[src/rtl/synth_pkg.sv]
`timescale 1ns/1ps
`default_nettype none
// ============================================================================
// Module      : synth_pkg
// Description : Shared constants and types for the synthesizer SPI front end.
//               Frame length, note commands, field bit positions inside the
//               56-bit frame, and the receiver FSM state encoding.
// Revision    : 1.0 - initial release
// ============================================================================
package synth_pkg;

    localparam int SPI_FRAME_BITS = 56;

    localparam logic [7:0] CMD_NOTE_ON  = 8'h90;
    localparam logic [7:0] CMD_NOTE_OFF = 8'h80;

    // Field positions inside the frame; byte0 lands in the top byte.
    localparam int CMD_MSB         = 55;
    localparam int CMD_LSB         = 48;
    localparam int VOICE_MSB       = 47;
    localparam int VOICE_LSB       = 40;
    localparam int VEL_IGNORED_BIT = 39;
    localparam int VEL_MSB         = 38;
    localparam int VEL_LSB         = 32;
    localparam int TUNING_MSB      = 31;
    localparam int TUNING_LSB      = 0;

    typedef enum logic [1:0] {
        ST_WAIT_IDLE = 2'd0,
        ST_READY     = 2'd1,
        ST_SHIFT     = 2'd2,
        ST_CHECK     = 2'd3
    } spi_rx_state_t;

endpackage : synth_pkg
`default_nettype wire

[src/rtl/sync_2ff.sv]
`timescale 1ns/1ps
`default_nettype none
// ============================================================================
// Module      : sync_2ff
// Description : Two-flop synchronizer for one asynchronous input bit.
// Ports       : i_clk     - destination clock
//               i_reset_n - asynchronous active-low reset (output clears to 0)
//               i_d       - asynchronous input
//               o_q       - synchronized output
// Revision    : 1.0 - initial release
// ============================================================================
module sync_2ff (
    input  logic i_clk,
    input  logic i_reset_n,
    input  logic i_d,
    output logic o_q
);

    logic r_meta;
    logic r_sync;

    always_ff @(posedge i_clk or negedge i_reset_n) begin
        if (!i_reset_n) begin
            r_meta <= 1'b0;
            r_sync <= 1'b0;
        end else begin
            r_meta <= i_d;
            r_sync <= r_meta;
        end
    end

    assign o_q = r_sync;

endmodule : sync_2ff
`default_nettype wire

[src/rtl/spi_note_receiver.sv]
`timescale 1ns/1ps
`default_nettype none
// ============================================================================
// Module      : spi_note_receiver
// Description : SPI mode-0 slave that receives 7-byte note-event frames from
//               the host MCU, oversampled in the i_clk domain, and presents
//               validated note events to voice_controller as a one-cycle flag
//               plus held fields. MISO returns the frame error count.
// Ports       : i_clk, i_reset_n       - system clock, async active-low reset
//               i_spi_sck/cs_n/mosi    - asynchronous SPI pins
//               o_spi_miso             - error-count status byte, MSB first
//               o_SPI_flag             - one-cycle valid-frame pulse
//               o_SPI_note_status      - 1 = note on, 0 = note off
//               o_SPI_voice_index      - target voice
//               o_SPI_velocity         - MIDI velocity
//               o_SPI_tuning_code      - DDS phase increment
//               o_frame_errors         - saturating rejected-frame count
// Revision    : 1.0 - initial release
// ============================================================================
module spi_note_receiver
    import synth_pkg::*;
#(
    parameter int CLK_PER_SCK_MIN = 8
) (
    input  logic        i_clk,
    input  logic        i_reset_n,
    input  logic        i_spi_sck,
    input  logic        i_spi_cs_n,
    input  logic        i_spi_mosi,
    output logic        o_spi_miso,
    output logic        o_SPI_flag,
    output logic        o_SPI_note_status,
    output logic [7:0]  o_SPI_voice_index,
    output logic [6:0]  o_SPI_velocity,
    output logic [31:0] o_SPI_tuning_code,
    output logic [7:0]  o_frame_errors
);

    localparam logic [5:0] c_bit_cnt_sat = 6'd57;
    localparam logic [5:0] c_frame_bits  = 6'(SPI_FRAME_BITS);

    logic w_sck_s;
    logic w_cs_s;
    logic w_mosi_s;

    sync_2ff u_sync_sck  (.i_clk(i_clk), .i_reset_n(i_reset_n), .i_d(i_spi_sck),  .o_q(w_sck_s));
    sync_2ff u_sync_cs   (.i_clk(i_clk), .i_reset_n(i_reset_n), .i_d(i_spi_cs_n), .o_q(w_cs_s));
    sync_2ff u_sync_mosi (.i_clk(i_clk), .i_reset_n(i_reset_n), .i_d(i_spi_mosi), .o_q(w_mosi_s));

    spi_rx_state_t             r_state;
    logic                      r_sck_d;
    logic                      r_cs_d;
    logic [SPI_FRAME_BITS-1:0] r_shift;
    logic [5:0]                r_bit_cnt;
    logic [7:0]                r_miso_sr;
    logic                      r_flag;
    logic                      r_note_status;
    logic [7:0]                r_voice;
    logic [6:0]                r_velocity;
    logic [31:0]               r_tuning;
    logic [7:0]                r_frame_errors;

    logic       w_sck_rise;
    logic       w_sck_fall;
    logic       w_cs_rise;
    logic       w_cs_fall;
    logic [7:0] w_cmd;
    logic       w_frame_valid;
    logic [7:0] w_errors_sat;
    logic [7:0] w_errors_next;
    logic       w_unused_vel_bit7;

    assign w_sck_rise = w_sck_s & ~r_sck_d;
    assign w_sck_fall = ~w_sck_s & r_sck_d;
    assign w_cs_rise  = w_cs_s & ~r_cs_d;
    assign w_cs_fall  = ~w_cs_s & r_cs_d;

    assign w_cmd         = r_shift[CMD_MSB:CMD_LSB];
    assign w_frame_valid = (r_bit_cnt == c_frame_bits) &&
                           ((w_cmd == CMD_NOTE_ON) || (w_cmd == CMD_NOTE_OFF));

    // Velocity byte bit 7 carries no information.
    assign w_unused_vel_bit7 = r_shift[VEL_IGNORED_BIT];

    assign w_errors_sat  = (r_frame_errors == 8'hFF) ? r_frame_errors : r_frame_errors + 8'd1;
    // A CS fall landing in CHECK must report the count including the frame
    // being rejected in that same cycle, so MISO loads from the next value.
    assign w_errors_next = ((r_state == ST_CHECK) && !w_frame_valid) ? w_errors_sat : r_frame_errors;

    always_ff @(posedge i_clk or negedge i_reset_n) begin
        if (!i_reset_n) begin
            r_state        <= ST_WAIT_IDLE;
            r_sck_d        <= 1'b0;
            r_cs_d         <= 1'b0;
            r_shift        <= '0;
            r_bit_cnt      <= '0;
            r_miso_sr      <= '0;
            r_flag         <= 1'b0;
            r_note_status  <= 1'b0;
            r_voice        <= '0;
            r_velocity     <= '0;
            r_tuning       <= '0;
            r_frame_errors <= '0;
        end else begin
            r_sck_d <= w_sck_s;
            r_cs_d  <= w_cs_s;
            r_flag  <= 1'b0;

            case (r_state)
                // Synchronized CS resets low, so a frame already in flight at
                // reset release is skipped until the host deselects.
                ST_WAIT_IDLE: begin
                    r_miso_sr <= '0;
                    if (w_cs_s) begin
                        r_state <= ST_READY;
                    end
                end

                ST_READY: begin
                    if (w_cs_fall) begin
                        r_bit_cnt <= '0;
                        r_shift   <= '0;
                        r_miso_sr <= w_errors_next;
                        r_state   <= ST_SHIFT;
                    end
                end

                ST_SHIFT: begin
                    if (w_cs_rise) begin
                        r_miso_sr <= '0;
                        r_state   <= ST_CHECK;
                    end else begin
                        if (w_sck_rise) begin
                            r_shift <= {r_shift[SPI_FRAME_BITS-2:0], w_mosi_s};
                            if (r_bit_cnt != c_bit_cnt_sat) begin
                                r_bit_cnt <= r_bit_cnt + 6'd1;
                            end
                        end
                        // Zeros fill in behind the status byte.
                        if (w_sck_fall) begin
                            r_miso_sr <= {r_miso_sr[6:0], 1'b0};
                        end
                    end
                end

                ST_CHECK: begin
                    r_frame_errors <= w_errors_next;
                    if (w_frame_valid) begin
                        r_flag        <= 1'b1;
                        r_note_status <= (w_cmd == CMD_NOTE_ON);
                        r_voice       <= r_shift[VOICE_MSB:VOICE_LSB];
                        r_velocity    <= r_shift[VEL_MSB:VEL_LSB];
                        r_tuning      <= r_shift[TUNING_MSB:TUNING_LSB];
                    end
                    if (w_cs_fall) begin
                        r_bit_cnt <= '0;
                        r_shift   <= '0;
                        r_miso_sr <= w_errors_next;
                        r_state   <= ST_SHIFT;
                    end else begin
                        r_state <= ST_READY;
                    end
                end

                default: r_state <= ST_WAIT_IDLE;
            endcase
        end
    end

    assign o_spi_miso        = r_miso_sr[7];
    assign o_SPI_flag        = r_flag;
    assign o_SPI_note_status = r_note_status;
    assign o_SPI_voice_index = r_voice;
    assign o_SPI_velocity    = r_velocity;
    assign o_SPI_tuning_code = r_tuning;
    assign o_frame_errors    = r_frame_errors;

`ifndef SYNTHESIS
    // SCK high phase, measured in synchronized samples, must cover at least
    // half the minimum SCK period less one sample of edge uncertainty.
    logic [7:0] r_sck_phase;

    always_ff @(posedge i_clk or negedge i_reset_n) begin
        if (!i_reset_n) begin
            r_sck_phase <= '0;
        end else if (w_sck_rise || w_sck_fall) begin
            r_sck_phase <= '0;
        end else if (r_sck_phase != 8'hFF) begin
            r_sck_phase <= r_sck_phase + 8'd1;
        end
    end

    always @(posedge i_clk) begin
        if (i_reset_n && (r_state == ST_SHIFT) && w_sck_fall) begin
            assert (r_sck_phase >= 8'(CLK_PER_SCK_MIN / 2 - 1))
                else $error("spi_note_receiver: SCK high phase too short");
        end
    end
`endif

endmodule : spi_note_receiver
`default_nettype wire

[config.mk]
export PLATFORM = sky130hd
export DESIGN_NAME = spi_note_receiver
export DESIGN_NICKNAME = d
export VERILOG_FILES = /design/src/rtl/synth_pkg.sv /design/src/rtl/sync_2ff.sv /design/src/rtl/spi_note_receiver.sv
export SDC_FILE = /design/constraint.sdc
export NUM_CORES = 1
export LEC_CHECK = 0
export ABC_CLOCK_PERIOD_IN_PS = 1950
export CAP_MARGIN = 20
export CORE_MARGIN = 2
export CORE_UTILIZATION = 30
export DETAILED_ROUTE_END_ITERATION = 8
export PLACE_DENSITY_LB_ADDON = 0.12
export SETUP_SLACK_MARGIN = 0.02
export SYNTH_ARGS = -nofsm -noshare
export SYNTH_HDL_FRONTEND = slang
export SYNTH_SLANG_ARGS = --single-unit
export TNS_END_PERCENT = 30
[constraint.sdc]
create_clock -name i_clk -period 1.95 [get_ports i_clk]
set_input_delay 0.39 -clock i_clk [delete_from_list [all_inputs] [get_ports i_clk]]
set_output_delay 0.39 -clock i_clk [all_outputs]
set_load 0.01 [all_outputs]
==> impl_metrics.ini <==
[pwr]
sw_frac_of_total_pct = 20.9
seqPwrFrac_pct = 40.6
p_comb_share_pct = 7.0
power_frac_clock_pct = 52.4
p_int_w = 0.00586
p_leak_nw = 3.42
switching_power_w = 0.00155
total_power_w = 0.00740
irDropWorstVdd_v = 0.000649
p_per_area_mw_per_mm2 = 1010

[yosys]
yosysTopAreaCellShare_pct = 62.3
synth_top_family_by_area = simple AND/OR/NAND/NOR gates
synth.ff_latch_count = 137
synthArstFlopShare_pct = 100
synth-compound-area-share_pct = 9.07
syn_nets = 570
synth-xor-area-share_pct = 1.27
ys_top_cells_by_count = nand2_1, dfrtp_1, o21ai_0
ys_seq_area_share_pct = 62.3
synthAdderAreaFrac_pct = 0.909
ys_warn_count = 0
synthMuxAreaShare_pct = 1.82
synthCells = 561
ys.flop_type = dfrtp_1
ys_top_cells_by_area = dfrtp_1, nand2_1, o21ai_0
synthDistinctLibCells = 41
yosys.cell_count.top_type = nand2_1
yosysTopAreaCell = dfrtp_1
synth_edf_count = 0
avgSynthCellArea_um2 = 9.82
syn-cell-area_mm2 = 0.00551
synthSimpleGateAreaFrac_pct = 21.8

[grt]
grt_pass1_wl_mm = 19.6
track_usage_pct = 12.5
antenna_found_initial = 0
grt_overflow = 0
grt_max_degree = 77
grt_pass1_vias = 3921

[timing]
timing.final.crit_period_ns = 1.86
finClkSkew_ns = 0.00608
finalCritPeriodShare_pct = 95.4
fmax_ghz = 0.537
rsz0062_at_grt = yes
finalHoldViolations = 0
tightestPinTransition_ns = 0.702
setup-violations-final = 0
fin_setup_tns_ns = 0
slew_headroom_pct = 52.9
drv_slew = 0

[worst_setup_path]
crit_path_start_kind = register
cp_num_buf_inv = 3
max_stage_delay_ns = 0.40
worst_path_dominant_cell_family = buffers and inverters
crit_fanout = 28
cp_cell_sequence = inv_2, ha_4, nor4bb_4, buf_4, nand4b_1, buf_6, mux2_2
endpoint_kind = register
reg2reg_from = r_bit_cnt[1]
worstPathRequired_ns = 2.25
ff2ff_path_depth = 7
arrival_ns = 2.17
regToRegSetupSlack_ns = 0.09
slowest_stage = dfrtp_1
path_class = register to register
rr_endpoint = o_SPI_velocity[6]

[floorplanning]
die_w_um = 139
rows = 49
coreArea_mm2 = 0.0180
dieArea_mm2 = 0.0195
start_util_pct = 30.7
die_y_um = 139
ioPinCount = 63

[layout]
diodes = 0
regArea_mm2 = 0.00343
final_nets = 643
area_growth_pct = 32.5
drive_gt1_share_pct = 11.9
multi_input_area_mm2 = 0.00196
fill_cells = 1763
layoutNonFillerInstCount = 875

[clock_tree]
clk_latency_ns = 0.42
cts_root_buf = clkbuf_16
htree_num_levels = 4
clkTransAtPathRegs_ns = 0.06
cts_buffers = 17
cts_sinks = 137
max-clock-path-buffers = 2
cts_tree = yes

[place]
dpl.hpwl_mm = 7.29
io_buffers = 62
routabilityCongestion = 0.757
dpl.cell_count = 837

[drt]
wl_per_cell_um = 13.1
vias = 3961
postRouteAntennaNets = 0
post_drt_via_cell_ratio = 4.53
drc = 0
wl_mm = 11.5
drt_iter0_markers = 202
drt_pass1_iterations = 5

[hold_path]
hold_path.startpoint = u_sync_sck.r_meta
holdPathStages = 0
min_path_type = register to register
worstHoldEndpoint = u_sync_sck.o_q

[job]
drv_cap = 0

[run_status]
outcome = completed
power groups by stage:
| stage | clock, W | sequential, W | combinational [W] |
|---|---|---|---|
| after floorplan | 0 | 0.00307 | 0.000199 |
| after global placement | 0 | 0.00305 | 0.000490 |
| after detailed placement | 0 | 0.00305 | 0.000498 |
| after CTS | 0.00398 | 0.00300 | 0.000505 |
| after global routing | 0.00413 | 0.00302 | 0.000580 |
| final | 0.00388 | 0.00301 | 0.000517 |
cell usage in the layout (no fill, tap or decap), types with 2 or more instances in the layout:
cell type and count:
bufinv_16 8, nand2b_1 3, nor2b_1 3, xor2_1 4
a41oi_1 2, a21o_1 6, nand2_1 247, clkinvlp_4 2
dfrtp_1 137, inv_2 2, clkbuf_16 17, and4b_4 2
buf_6 3, nand3_1 7, mux2_2 6, xnor2_1 4
mux2_4 2, clkdlybuf4s50_1 61, nand4b_1 2, ha_1 3
o21ai_1 10, and3_1 4, nor2_1 7, nand4_1 2
o21ai_0 47, buf_12 7, a22o_1 7, buf_4 14
nor3_1 2, nand2_2 2, a21oi_1 2
how the worst max path moves through the flow:
stage / startpoint / end / slack, ns / cells past startpoint
final: r_bit_cnt[1] / o_SPI_velocity[6] / 0.09 / 7
after global routing: r_bit_cnt[1] / o_SPI_velocity[6] / -0.01 / 7
after CTS: r_bit_cnt[1] / r_miso_sr[4] / 0.03 / 7
after detailed placement: r_bit_cnt[1] / r_miso_sr[4] / 0.05 / 7
after global placement: r_state[0] / r_miso_sr[1] / 0.07 / 4
after floorplan: o_frame_errors[0] / r_miso_sr[1] / 0.17 / 6
layout make-up:
type | count | area share [%]
Clock inverter | 12 | 3.69
Inverter | 2 | 0.103
Multi-Input combinational cell | 390 | 26.9
Timing Repair Buffer | 86 | 12.3
Tap cell | 229 | 3.93
Clock buffer | 19 | 6.07
Sequential cell | 137 | 47.0
stage by stage:
step,hold WS (ns),utilization (%),worst slack [ns],cell area (um2)
floorplan,0.0944,-,0.173,5510
global placement,0.336,36.1,0.0692,6490
detailed placement,0.335,36.1,0.0495,6490
CTS,0.347,40.1,0.0298,7210
global route,0.358,40.6,-0.0145,7300
finish,0.345,40.6,0.0892,7300
metal layers:
layer	up-vias	part of all wire (%)	wire length, um	global-route usage [%]
met5	-	0	0	0
met4	0	0.88	101	4.47
met3	7	4.8	555	4.47
met2	67	45	5200	18.8
met1	1914	49	5610	16.8
li1	1973	-	-	-
logic make-up after synthesis:
logic type,after synthesis
and+or+nand+nor,288
muxes,9
buffers and inverters,34
DFF,137
xor gates and xnor gates,8
adders and majority gates,4
AOI/OAI and AO/OA,81
registers in the layout (all words and copies together) (netlist names), 2 cells and up:
| signal | cells |
|---|---|
| r_shift | 56 |
| o_SPI_tuning_code | 32 |
| o_SPI_voice_index | 8 |
| o_frame_errors | 8 |
| r_miso_sr | 8 |
| o_SPI_velocity | 7 |
| r_bit_cnt | 6 |
| r_state | 2 |
repair_timing:
| item | CTS | global route |
|---|---|---|
| hold endpoints to repair | 43 | 0 |
| setup buffers | 0 | 6 |
| hold buffers | 1 | 0 |
| resized for setup | 0 | 11 |
| endpoints found under the setup margin | 0 | 51 |
Note: power is estimated with default switching activity, not from simulation.
